--- config.mk ---
export PLATFORM = sky130hd
export DESIGN_NAME = logicalunit_identifier
export DESIGN_NICKNAME = d
export VERILOG_FILES = /design/src/rtl/lu_pkg.sv /design/src/rtl/lu_func_classify.sv /design/src/rtl/logicalunit_identifier.sv
export SDC_FILE = /design/constraint.sdc
export NUM_CORES = 1
export LEC_CHECK = 0
export ABC_AREA = 1
export BUFFER_PORTS_ARGS = -buffer_cell sky130_fd_sc_hd__buf_2
export CAP_MARGIN = 5
export CORE_ASPECT_RATIO = 2
export CORE_MARGIN = 8
export CORE_UTILIZATION = 45
export CTS_BUF_LIST = sky130_fd_sc_hd__clkbuf_4 sky130_fd_sc_hd__clkbuf_8
export CTS_CLUSTER_DIAMETER = 30
export DETAILED_ROUTE_END_ITERATION = 8
export PLACE_DENSITY_LB_ADDON = 0.1
export SLEW_MARGIN = 20
export SYNTH_ARGS = -nofsm -noshare
export SYNTH_HDL_FRONTEND = slang
export SYNTH_HIERARCHICAL = 1
export SYNTH_SLANG_ARGS = --single-unit
--- constraint.sdc ---
create_clock -name clk -period 2 [get_ports clk]
set_clock_uncertainty 0.05 [all_clocks]
set_input_delay 0.3 -clock clk [delete_from_list [all_inputs] [get_ports clk]]
set_output_delay 0.3 -clock clk [all_outputs]
set_load 0.01 [all_outputs]
--- src/rtl/lu_pkg.sv ---
// Shared types and constants for the logical-unit identifier.
// Holds the FSM state encoding, the op_code values and the canonical truth tables.
// The truth-table bit index is {a,b}; bit 3 is a=1,b=1.
package lu_pkg;

  typedef enum logic [1:0] {
    ST_IDLE  = 2'd0,
    ST_LEARN = 2'd1,
    ST_DONE  = 2'd2,
    ST_ERROR = 2'd3
  } lu_state_t;

  localparam logic [2:0] OP_NONE  = 3'd0;
  localparam logic [2:0] OP_AND   = 3'd1;
  localparam logic [2:0] OP_OR    = 3'd2;
  localparam logic [2:0] OP_XOR   = 3'd3;
  localparam logic [2:0] OP_NAND  = 3'd4;
  localparam logic [2:0] OP_NOR   = 3'd5;
  localparam logic [2:0] OP_XNOR  = 3'd6;
  localparam logic [2:0] OP_OTHER = 3'd7;

  localparam logic [3:0] FUNC_AND  = 4'b1000;
  localparam logic [3:0] FUNC_OR   = 4'b1110;
  localparam logic [3:0] FUNC_XOR  = 4'b0110;
  localparam logic [3:0] FUNC_NAND = 4'b0111;
  localparam logic [3:0] FUNC_NOR  = 4'b0001;
  localparam logic [3:0] FUNC_XNOR = 4'b1001;

endpackage

--- src/rtl/lu_func_classify.sv ---
// Combinational map from a 4-bit truth table to a named op_code.
// Latency: 0 cycles (pure combinational).
// Backpressure: none; the output follows the input every cycle.
module lu_func_classify
  import lu_pkg::*;
(
  input  logic [3:0] func,
  output logic [2:0] op_code
);

  // Match the table against the six named two-input functions; anything else is OTHER.
  always_comb begin
    op_code = OP_OTHER;
    case (func)
      FUNC_AND:  op_code = OP_AND;
      FUNC_OR:   op_code = OP_OR;
      FUNC_XOR:  op_code = OP_XOR;
      FUNC_NAND: op_code = OP_NAND;
      FUNC_NOR:  op_code = OP_NOR;
      FUNC_XNOR: op_code = OP_XNOR;
      default:   op_code = OP_OTHER;
    endcase
  end

endmodule

--- src/rtl/logicalunit_identifier.sv ---
// Recovers a two-input logical unit's truth table from observed (a,b,out) samples.
// Latency: table/state update at the accepting edge; done and op_code visible the cycle after the last new entry.
// Backpressure: sample_ready is high only in LEARN; samples offered in any other state are dropped.
module logicalunit_identifier
  import lu_pkg::*;
#(
  parameter int TIMEOUT_CYCLES = 255,
  parameter int CNT_W          = 8
) (
  input  logic             clk,
  input  logic             rst_n,
  input  logic             start,
  input  logic             sample_valid,
  input  logic             a,
  input  logic             b,
  input  logic             out_obs,
  output logic             sample_ready,
  output logic [3:0]       func_est,
  output logic [3:0]       seen,
  output logic             busy,
  output logic             done,
  output logic             conflict,
  output logic             timeout,
  output logic [2:0]       op_code,
  output logic [CNT_W-1:0] sample_cnt
);

  localparam logic [CNT_W-1:0] TIMEOUT_LIM = CNT_W'(TIMEOUT_CYCLES);

  lu_state_t        state_q, state_d;
  logic [3:0]       func_q, func_d;
  logic [3:0]       seen_q, seen_d;
  logic [CNT_W-1:0] cnt_q, cnt_d;
  logic [CNT_W-1:0] idle_q, idle_d;
  logic             conflict_q, conflict_d;
  logic             timeout_q, timeout_d;
  logic [2:0]       op_q, op_d;

  logic [1:0]       idx;
  logic             accept;
  logic             mismatch;
  logic [3:0]       func_upd;
  logic [3:0]       seen_upd;
  logic [2:0]       op_class;
  logic [CNT_W-1:0] idle_inc;

  assign idx      = {a, b};
  assign accept   = sample_valid && (state_q == ST_LEARN);
  assign mismatch = seen_q[idx] && (func_q[idx] != out_obs);
  assign idle_inc = idle_q + 1'b1;

  // Candidate table after absorbing the current sample; only first sightings write.
  always_comb begin
    func_upd = func_q;
    seen_upd = seen_q;
    if (!seen_q[idx]) begin
      func_upd[idx] = out_obs;
      seen_upd[idx] = 1'b1;
    end
  end

  // Classify the candidate table so op_code can be registered on the completing edge.
  lu_func_classify u_classify (
    .func    (func_upd),
    .op_code (op_class)
  );

  // Next-state logic: start overrides everything, then per-state learning/sticky behaviour.
  always_comb begin
    state_d    = state_q;
    func_d     = func_q;
    seen_d     = seen_q;
    cnt_d      = cnt_q;
    idle_d     = idle_q;
    conflict_d = conflict_q;
    timeout_d  = timeout_q;
    op_d       = op_q;

    if (start) begin
      state_d    = ST_LEARN;
      func_d     = '0;
      seen_d     = '0;
      cnt_d      = '0;
      idle_d     = '0;
      conflict_d = 1'b0;
      timeout_d  = 1'b0;
      op_d       = OP_NONE;
    end else if (state_q == ST_LEARN) begin
      if (accept) begin
        cnt_d  = (cnt_q == {CNT_W{1'b1}}) ? cnt_q : cnt_q + 1'b1;
        idle_d = '0;
        if (mismatch) begin
          // Contradiction: keep the table as it was before this sample.
          state_d    = ST_ERROR;
          conflict_d = 1'b1;
        end else begin
          func_d = func_upd;
          seen_d = seen_upd;
          if (seen_upd == 4'b1111) begin
            state_d = ST_DONE;
            op_d    = op_class;
          end
        end
      end else begin
        idle_d = idle_inc;
        if (idle_inc == TIMEOUT_LIM) begin
          state_d   = ST_ERROR;
          timeout_d = 1'b1;
        end
      end
    end
  end

  // State and result registers; reset clears everything, including partial learning.
  always_ff @(posedge clk or negedge rst_n) begin
    if (!rst_n) begin
      state_q    <= ST_IDLE;
      func_q     <= '0;
      seen_q     <= '0;
      cnt_q      <= '0;
      idle_q     <= '0;
      conflict_q <= 1'b0;
      timeout_q  <= 1'b0;
      op_q       <= OP_NONE;
    end else begin
      state_q    <= state_d;
      func_q     <= func_d;
      seen_q     <= seen_d;
      cnt_q      <= cnt_d;
      idle_q     <= idle_d;
      conflict_q <= conflict_d;
      timeout_q  <= timeout_d;
      op_q       <= op_d;
    end
  end

  assign sample_ready = (state_q == ST_LEARN);
  assign busy         = (state_q == ST_LEARN);
  assign done         = (state_q == ST_DONE);
  assign conflict     = conflict_q;
  assign timeout      = timeout_q;
  assign func_est     = func_q;
  assign seen         = seen_q;
  assign op_code      = op_q;
  assign sample_cnt   = cnt_q;

endmodule

==> results of run 1 <==
-- flip-flops by register name (all words and copies together) (netlist names) --
name        cells
conflict        1
sample_cnt      8
idle_q          8
timeout         1
op_code         3
state_q         2
func_est        4
seen            4
-- power breakdown --
| group | leakage, uW | switching, uW | internal [uW] |
|---|---|---|---|
| clock network | 0.0000549 | 227 | 327 |
| registers | 0.000420 | 40.9 | 673 |
| logic | 0.000767 | 254 | 142 |
| total | 0.00124 | 522 | 1140 |
-- metrics by stage --
step / instance area, um2 / setup slack (ns) / utilization, %
floorplan: 2070 / 0.118 / -
global placement: 2310 / 0.0388 / 51.1
detailed placement: 2310 / -0.0683 / 51.1
CTS: 2410 / 0.127 / 53.4
global route: 2420 / 0.0213 / 53.6
finish: 2420 / 0.208 / 53.6
-- cell type report --
class                           count  share of cell area (%)
Clock buffer                        8                    4.29
Inverter                           43                    6.67
Multi-Input combinational cell    200                    45.4
Sequential cell                    31                    32.1
Tap cell                           55                    2.84
Timing Repair Buffer               38                    8.69
-- synthesized netlist by cell type (all sizes together) --
cell type / count
buf: 4
o31ai: 4
and3: 1
xnor2: 2
inv: 43
a21oi: 7
dfrtp: 31
o22ai: 7
nand4: 8
nor3: 3
nor2: 38
nand2: 89
o21bai: 1
nand3: 22
ha: 3
clkbuf: 1
or2: 1
o21ai: 12
xor2: 2
-- timing repair --
| action | in CTS | in global routing |
|---|---|---|
| resized for setup | 0 | 7 |
| setup buffers | 0 | 0 |
| endpoints found under the setup margin | 0 | 2 |
-- logic make-up after synthesis --
group / after synthesis
adders and majority gates: 3
DFF: 31
and+or+nand+nor: 162
AOI/OAI and AO/OA: 31
buffers and inverters: 48
xor gates and xnor gates: 4
-- path summary, 6_finish.rpt --
check | cells after the start | start | end
max in group asynchronous | 1 | rst_n | seen[2]
worst max register to register | 14 | seen[3] | op_code[0]
min in group clk | 2 | start | conflict
worst min-delay path | 1 | rst_n | idle_q[2]
worst min register to register | 2 | op_code[1] | op_code[1]
worst max-delay path | 14 | seen[3] | op_code[0]
-- layout by cell type (no fill, tap or decap), types with 6 or more instances in the layout --
| master | netlist | final |
|---|---|---|
| nand2_1 | 75 | 75 |
| nor2_2 | 9 | 10 |
| buf_4 | 1 | 8 |
| clkbuf_8 | 0 | 7 |
| nor2_1 | 26 | 25 |
| inv_1 | 38 | 37 |
| nand2_2 | 12 | 12 |
| nand4_1 | 6 | 6 |
| nand3_1 | 17 | 17 |
| dfrtp_1 | 31 | 31 |
| buf_2 | 1 | 30 |
| a21oi_1 | 7 | 7 |
| o21ai_1 | 5 | 6 |
| inv_2 | 5 | 6 |
-- metal layers --
metal	part of all wire, %	vias up	wire (um)
met4	1.4	0	64
met2	48	36	2190
li1	-	967	-
met3	5.0	4	228
met5	0	-	0
met1	45	885	2040
==> reports/qor.csv, run 1 <==
stage,metric,value,unit
setup_path,CP Class,register to register,
cells_and_area,Area growth syn-to-layout,17.1,%
synth,number of synthesis warnings,6,
sta,WHS,0.0186,ns
synth,Synth Area per Inst,7.40,um2
sta,Final Setup Violations,0,
place,hpwl dp,3500,um
setup_path,worst path cell trace,nand3_1 -> nand4_4 -> o21ai_2 -> inv_1 -> inv_1 -> nand2_1 -> nor2_1 -> nor2_1 -> nand2_1 -> nand2_1 -> inv_1 -> nor2_1 -> nand4_1 -> nand2_1,
route,DRC Markers,0,
setup_path,Max stage delay on crit path,0.40,ns
route,WL final,4530,um
setup_path,Critical Path AT,1.92,ns
clock_network,clock sinks,31,
cells_and_area,Layout Nets,329,
grt,met3 Usage GRT,3.72,%
sta,Final Hold Fails,0,
setup_path,internal reg-to-reg setup slack,0.21,ns
cells_and_area,layout cells sized above 1,29.1,%
min_path,Worst Hold Class,primary input to asynchronous set/reset pin,
floorplanning,die area,7150,um2
floorplanning,Rows,35,
synth,share of the synthesized area in the top cell type,37.6,%
sta,Tcrit/Tclk final,89.6,%
route,per-cell routed wire length,12.1,um
synth,synthesized cell area,2070,um2
grt,initial antenna violation count,0,
synth,largest family of logic cells by synthesized area,simple AND/OR/NAND/NOR gates,
clock_network,Root Driver,clkbuf_8,
grt,met1 GRT Util,15.4,%
clock_network,CTS tree,built,
grt,largest net degree at the start of global routing,32,
sta,fmax,0.558,GHz
cells_and_area,filler cell count,462,
cells_and_area,number of diodes,0,
sta,fin crit period,1.79,ns
synth,Synth Area in Simple Gates,39.8,%
floorplanning,IO Count,31,
floorplanning,Core Region,4510,um2
pwr,P per Cell Area,688,nW/um2
grt,vias in the first global route,1743,
setup_path,CP Buf/Inv Count,3,
synth,synthesized instance count,279,
grt,grt peak-use layer,met2,
clock_network,Post-CTS Hold Buffers,0,
pwr,Max IR drop VDD,519,uV
grt,global route total overflow,0,
setup_path,Startpoint Class,register,
synth,Yosys cell types,32,
setup_path,Worst setup EP type,register,
synth,multiplexer share of the synthesized area,0,%
route,Pre-antenna DRT Iters,5,
setup_path,"most used cell, CP",nand2_1,
clock_network,Num CTS Buffers,5,
grt,M2 GR Usage,20.6,%
synth,post-synthesis adder-cell area fraction,1.82,%
sta,slew margin rel.,52.6,%
floorplanning,Initial Util,45.8,%
setup_path,Crit-path slowest cell,dfrtp_1,
sta,RSZ-0062 raised after global routing,false,
cells_and_area,Register Area,776,um2
sta,Worst Max-Slew Pin Slew,0.711,ns
route,Detail Route Antenna Nets,0,
grt,GRT Util Overall,12.9,%
route,initial DRC count,65,
route,drt via density,5.05,
route,DR vias,1892,
setup_path,Required @ worst endpoint,2.13,ns
place,GPL Wtd Cong,0.805,
clock_network,"Clk Latency, worst-skew pair",0.28,ns
clock_network,CTS Buffer Depth,2,
cells_and_area,final non-filler cell total,375,
floorplanning,Die Height,112,um
status,status,completed,
grt,first-pass GRT wire length,7730,um
pwr,Tot Pwr,1660,uW
clock_network,"Reg clk slew, reported paths",0.07,ns
sta,Pins Over Slew Limit,0,
clock_network,H-tree depth,2,
floorplanning,Die X,63.9,um
run,Max Cap Viol,0,
synth,sequential fraction of the synthesis area,37.6,%
synth,top cell type by total area after synthesis,dfrtp_1,
setup_path,"Max FO, Critical Path",4,
setup_path,cell family with most CP delay,simple AND/OR/NAND/NOR gates,
synth,Seq cells post-synth,31,
place,Inst Count DP,367,
place,Port Buffer Count,30,
synth,Post-Syn Nets,289,
cells_and_area,multi-input logic area,1100,um2
synth,fraction of synthesized cell area in xor and xnor cells,1.70,%
synth,Compound-Gate Fraction of Synth Area,9.45,%
synth,most area-consuming cells after synthesis,"dfrtp_1, nand2_1, inv_1, nor2_1, nand3_1",
sta,setup TNS,0,ns
pwr,Static Leak,0.00124,uW
Power figures use the tool's default switching activity.
==> run 2, diff against run 1 <==
- BUFFER_PORTS_ARGS: -buffer_cell sky130_fd_sc_hd__buf_2 -> unset
- CORE_UTILIZATION: 45 -> 40
- DONT_BUFFER_PORTS: unset -> 1
- PLACE_DENSITY_LB_ADDON: 0.1 -> unset
==> run 2 against run 1 <==
  * Combinational power down 16%
  * Final area down 3.3%
  * Power rose by 3.5%
  * Worst setup slack gained 0.015 ns
  * Non-clock buffer count decreased by 27
  * Flip-flop and latch count unchanged
  * Cell count is 6.4% lower
  * Global-route usage increased by 0.11 points
==> reports/qor.csv, run 2 (synthesized netlist as in run 1, its figures left out) <==
stage,metric,value,unit
clock_network,CTS Buffer Depth,2,
floorplanning,Rows,37,
status,status,completed,
place,hpwl dp,3530,um
route,DR vias,1788,
place,Port Buffer Count,0,
sta,fmax,0.563,GHz
route,drt via density,5.09,
clock_network,clock sinks,31,
sta,Final Setup Violations,0,
grt,vias in the first global route,1783,
grt,global route total overflow,0,
grt,initial antenna violation count,0,
place,GPL Wtd Cong,0.840,
cells_and_area,"most common cell after layout, fill and taps aside",nand2_1,
pwr,Cell Int Power,1190,uW
cells_and_area,Layout Nets,302,
setup_path,Startpoint Class,register,
sta,slew margin rel.,81.3,%
sta,WHS,0.0260,ns
sta,fin crit period,1.78,ns
cells_and_area,final instance area,2340,um2
place,Area after DPL,2170,um2
setup_path,Max stage delay on crit path,0.44,ns
clock_network,Root Driver,clkbuf_8,
setup_path,cell family with most CP delay,simple AND/OR/NAND/NOR gates,
route,Pre-antenna DRT Iters,4,
setup_path,Required @ worst endpoint,2.13,ns
route,initial DRC count,58,
setup_path,"most used cell, CP",nand2_1,
pwr,Clk pwr share,38.0,%
min_path,Worst Hold Class,primary input to register,
clock_network,"Reg clk slew, reported paths",0.07,ns
floorplanning,die area,7860,um2
sta,Worst Max-Slew Pin Slew,0.278,ns
pwr,Max IR drop VDD,597,uV
clock_network,"Clk Latency, worst-skew pair",0.28,ns
cells_and_area,final core occ,46.4,%
sta,Final Hold Fails,0,
clock_network,Num CTS Buffers,5,
pwr,P per Cell Area,736,nW/um2
route,DRC Markers,0,
clock_network,postcts setup bufs,0,
grt,largest net degree at the start of global routing,32,
sta,Pins Over Slew Limit,0,
setup_path,Critical Path AT,1.90,ns
grt,first-pass GRT wire length,8240,um
cells_and_area,Area growth syn-to-layout,13.3,%
run,Max Cap Viol,0,
grt,GRT Util Overall,13.0,%
cells_and_area,most frequent cells in the layout,"nand2_1, inv_1, dfrtp_1",
floorplanning,Core Region,5050,um2
setup_path,"Max FO, Critical Path",5,
setup_path,Worst setup EP type,register,
cells_and_area,final non-filler cell total,351,
place,Inst Count DP,341,
pwr,net switching power,533,uW
clock_network,CTS tree,built,
setup_path,Crit-path slowest cell,dfrtp_1,
pwr,Sw Share,30.9,%
cells_and_area,number of diodes,0,
route,per-cell routed wire length,13.5,um
clock_network,H-tree depth,2,
setup_path,CP Class,register to register,
floorplanning,Die X,66.8,um
route,WL final,4750,um
cells_and_area,layout cells sized above 1,23.9,%
setup_path,worst path cell trace,ha_1 -> nand2_1 -> inv_1 -> nand2_1 -> nand2_1 -> inv_1 -> nand2_1 -> nor2_1 -> nand3_1 -> nand2_1 -> nand2_1 -> nand2_1 -> nand2_1,
floorplanning,IO Count,31,
floorplanning,Die Height,118,um
route,Detail Route Antenna Nets,0,
sta,Tcrit/Tclk final,88.9,%
pwr,Logic pwr share,19.4,%
pwr,Static Leak,0.00112,uW
pwr,Sequential Power Share,42.6,%
floorplanning,Initial Util,40.9,%
setup_path,CP Buf/Inv Count,2,
cells_and_area,filler cell count,485,
run 2: changes by cell type in the layout (fill, tap and decap cells not counted), sizes merged:
cell         before  now
clkinv            0    1
dlygate4sd3       0    1
clkbuf            8    6
buf              38   10
bufinv            0    1
run 2: per-layer routing:
metal  GRT usage [%]  wire length [um]  part of all wire (%)
met1            14.8              1990                    42
met2            21.1              2340                    49
met3            4.86               364                   7.7
met4            4.58                53                   1.1
met5               0                 0                     0
run 2: final timing paths:
check	slack [ns]	startpoint	depth (start not counted)	endpoint
min in group asynchronous	0.40	rst_n	2	idle_q[4]
setup / recovery	0.22	idle_q[1]	13	state_q[1]
max in group asynchronous	1.30	rst_n	2	seen[3]
setup reg to reg	0.22	idle_q[1]	13	state_q[1]
hold reg to reg	0.46	state_q[1]	2	state_q[1]
hold / removal	0.03	start	1	conflict
run 2: area by class of cell:
class | instances | area (um2) | area share [%]
clock buffers | 6 | 82.6 | 3.53
well taps | 58 | 72.6 | 3.10
repair buffers | 11 | 97.6 | 4.17
multi-input cells | 200 | 1110 | 47.6
inverters | 43 | 161 | 6.89
flip-flops and latches | 31 | 778 | 33.2
clock inverters | 2 | 35.0 | 1.50
run 2: per-stage QoR:
step | power [uW] | worst slack, ns | setup TNS [ns]
3_3_place_gp | 1050 | 0.145 | 0
2_1_floorplan | 992 | 0.118 | 0
6_report | 1720 | 0.222 | 0
5_1_grt | 1840 | -0.00109 | -0.00109
4_1_cts | 1740 | 0.0772 | 0
3_5_place_dp | 1060 | 0.0902 | 0
run 2: power groups by stage:
stage | clock, uW | sequential [uW] | combinational, uW
2_1_floorplan | 0 | 737 | 255
3_3_place_gp | 0 | 746 | 304
3_5_place_dp | 0 | 747 | 310
4_1_cts | 673 | 735 | 332
5_1_grt | 705 | 743 | 388
6_report | 654 | 734 | 334
run 2: timing repair:
action                                  in CTS  in global routing
endpoints found under the setup margin       0                  3
endpoints found under the hold margin       31                  0
hold buffers                                 2                  0
gates resized for setup                      0                 13
run 2: worst register-to-register path, cell delays in order, from the launching register on:
cell     delay [ns]
dfrtp_1        0.44
ha_1           0.24
nand2_1        0.14
inv_1          0.05
nand2_1        0.06
nand2_1        0.07
inv_1          0.06
nand2_1        0.05
nor2_1         0.14
nand3_1        0.09
nand2_1        0.11
nand2_1        0.07
nand2_1        0.06
nand2_1        0.05
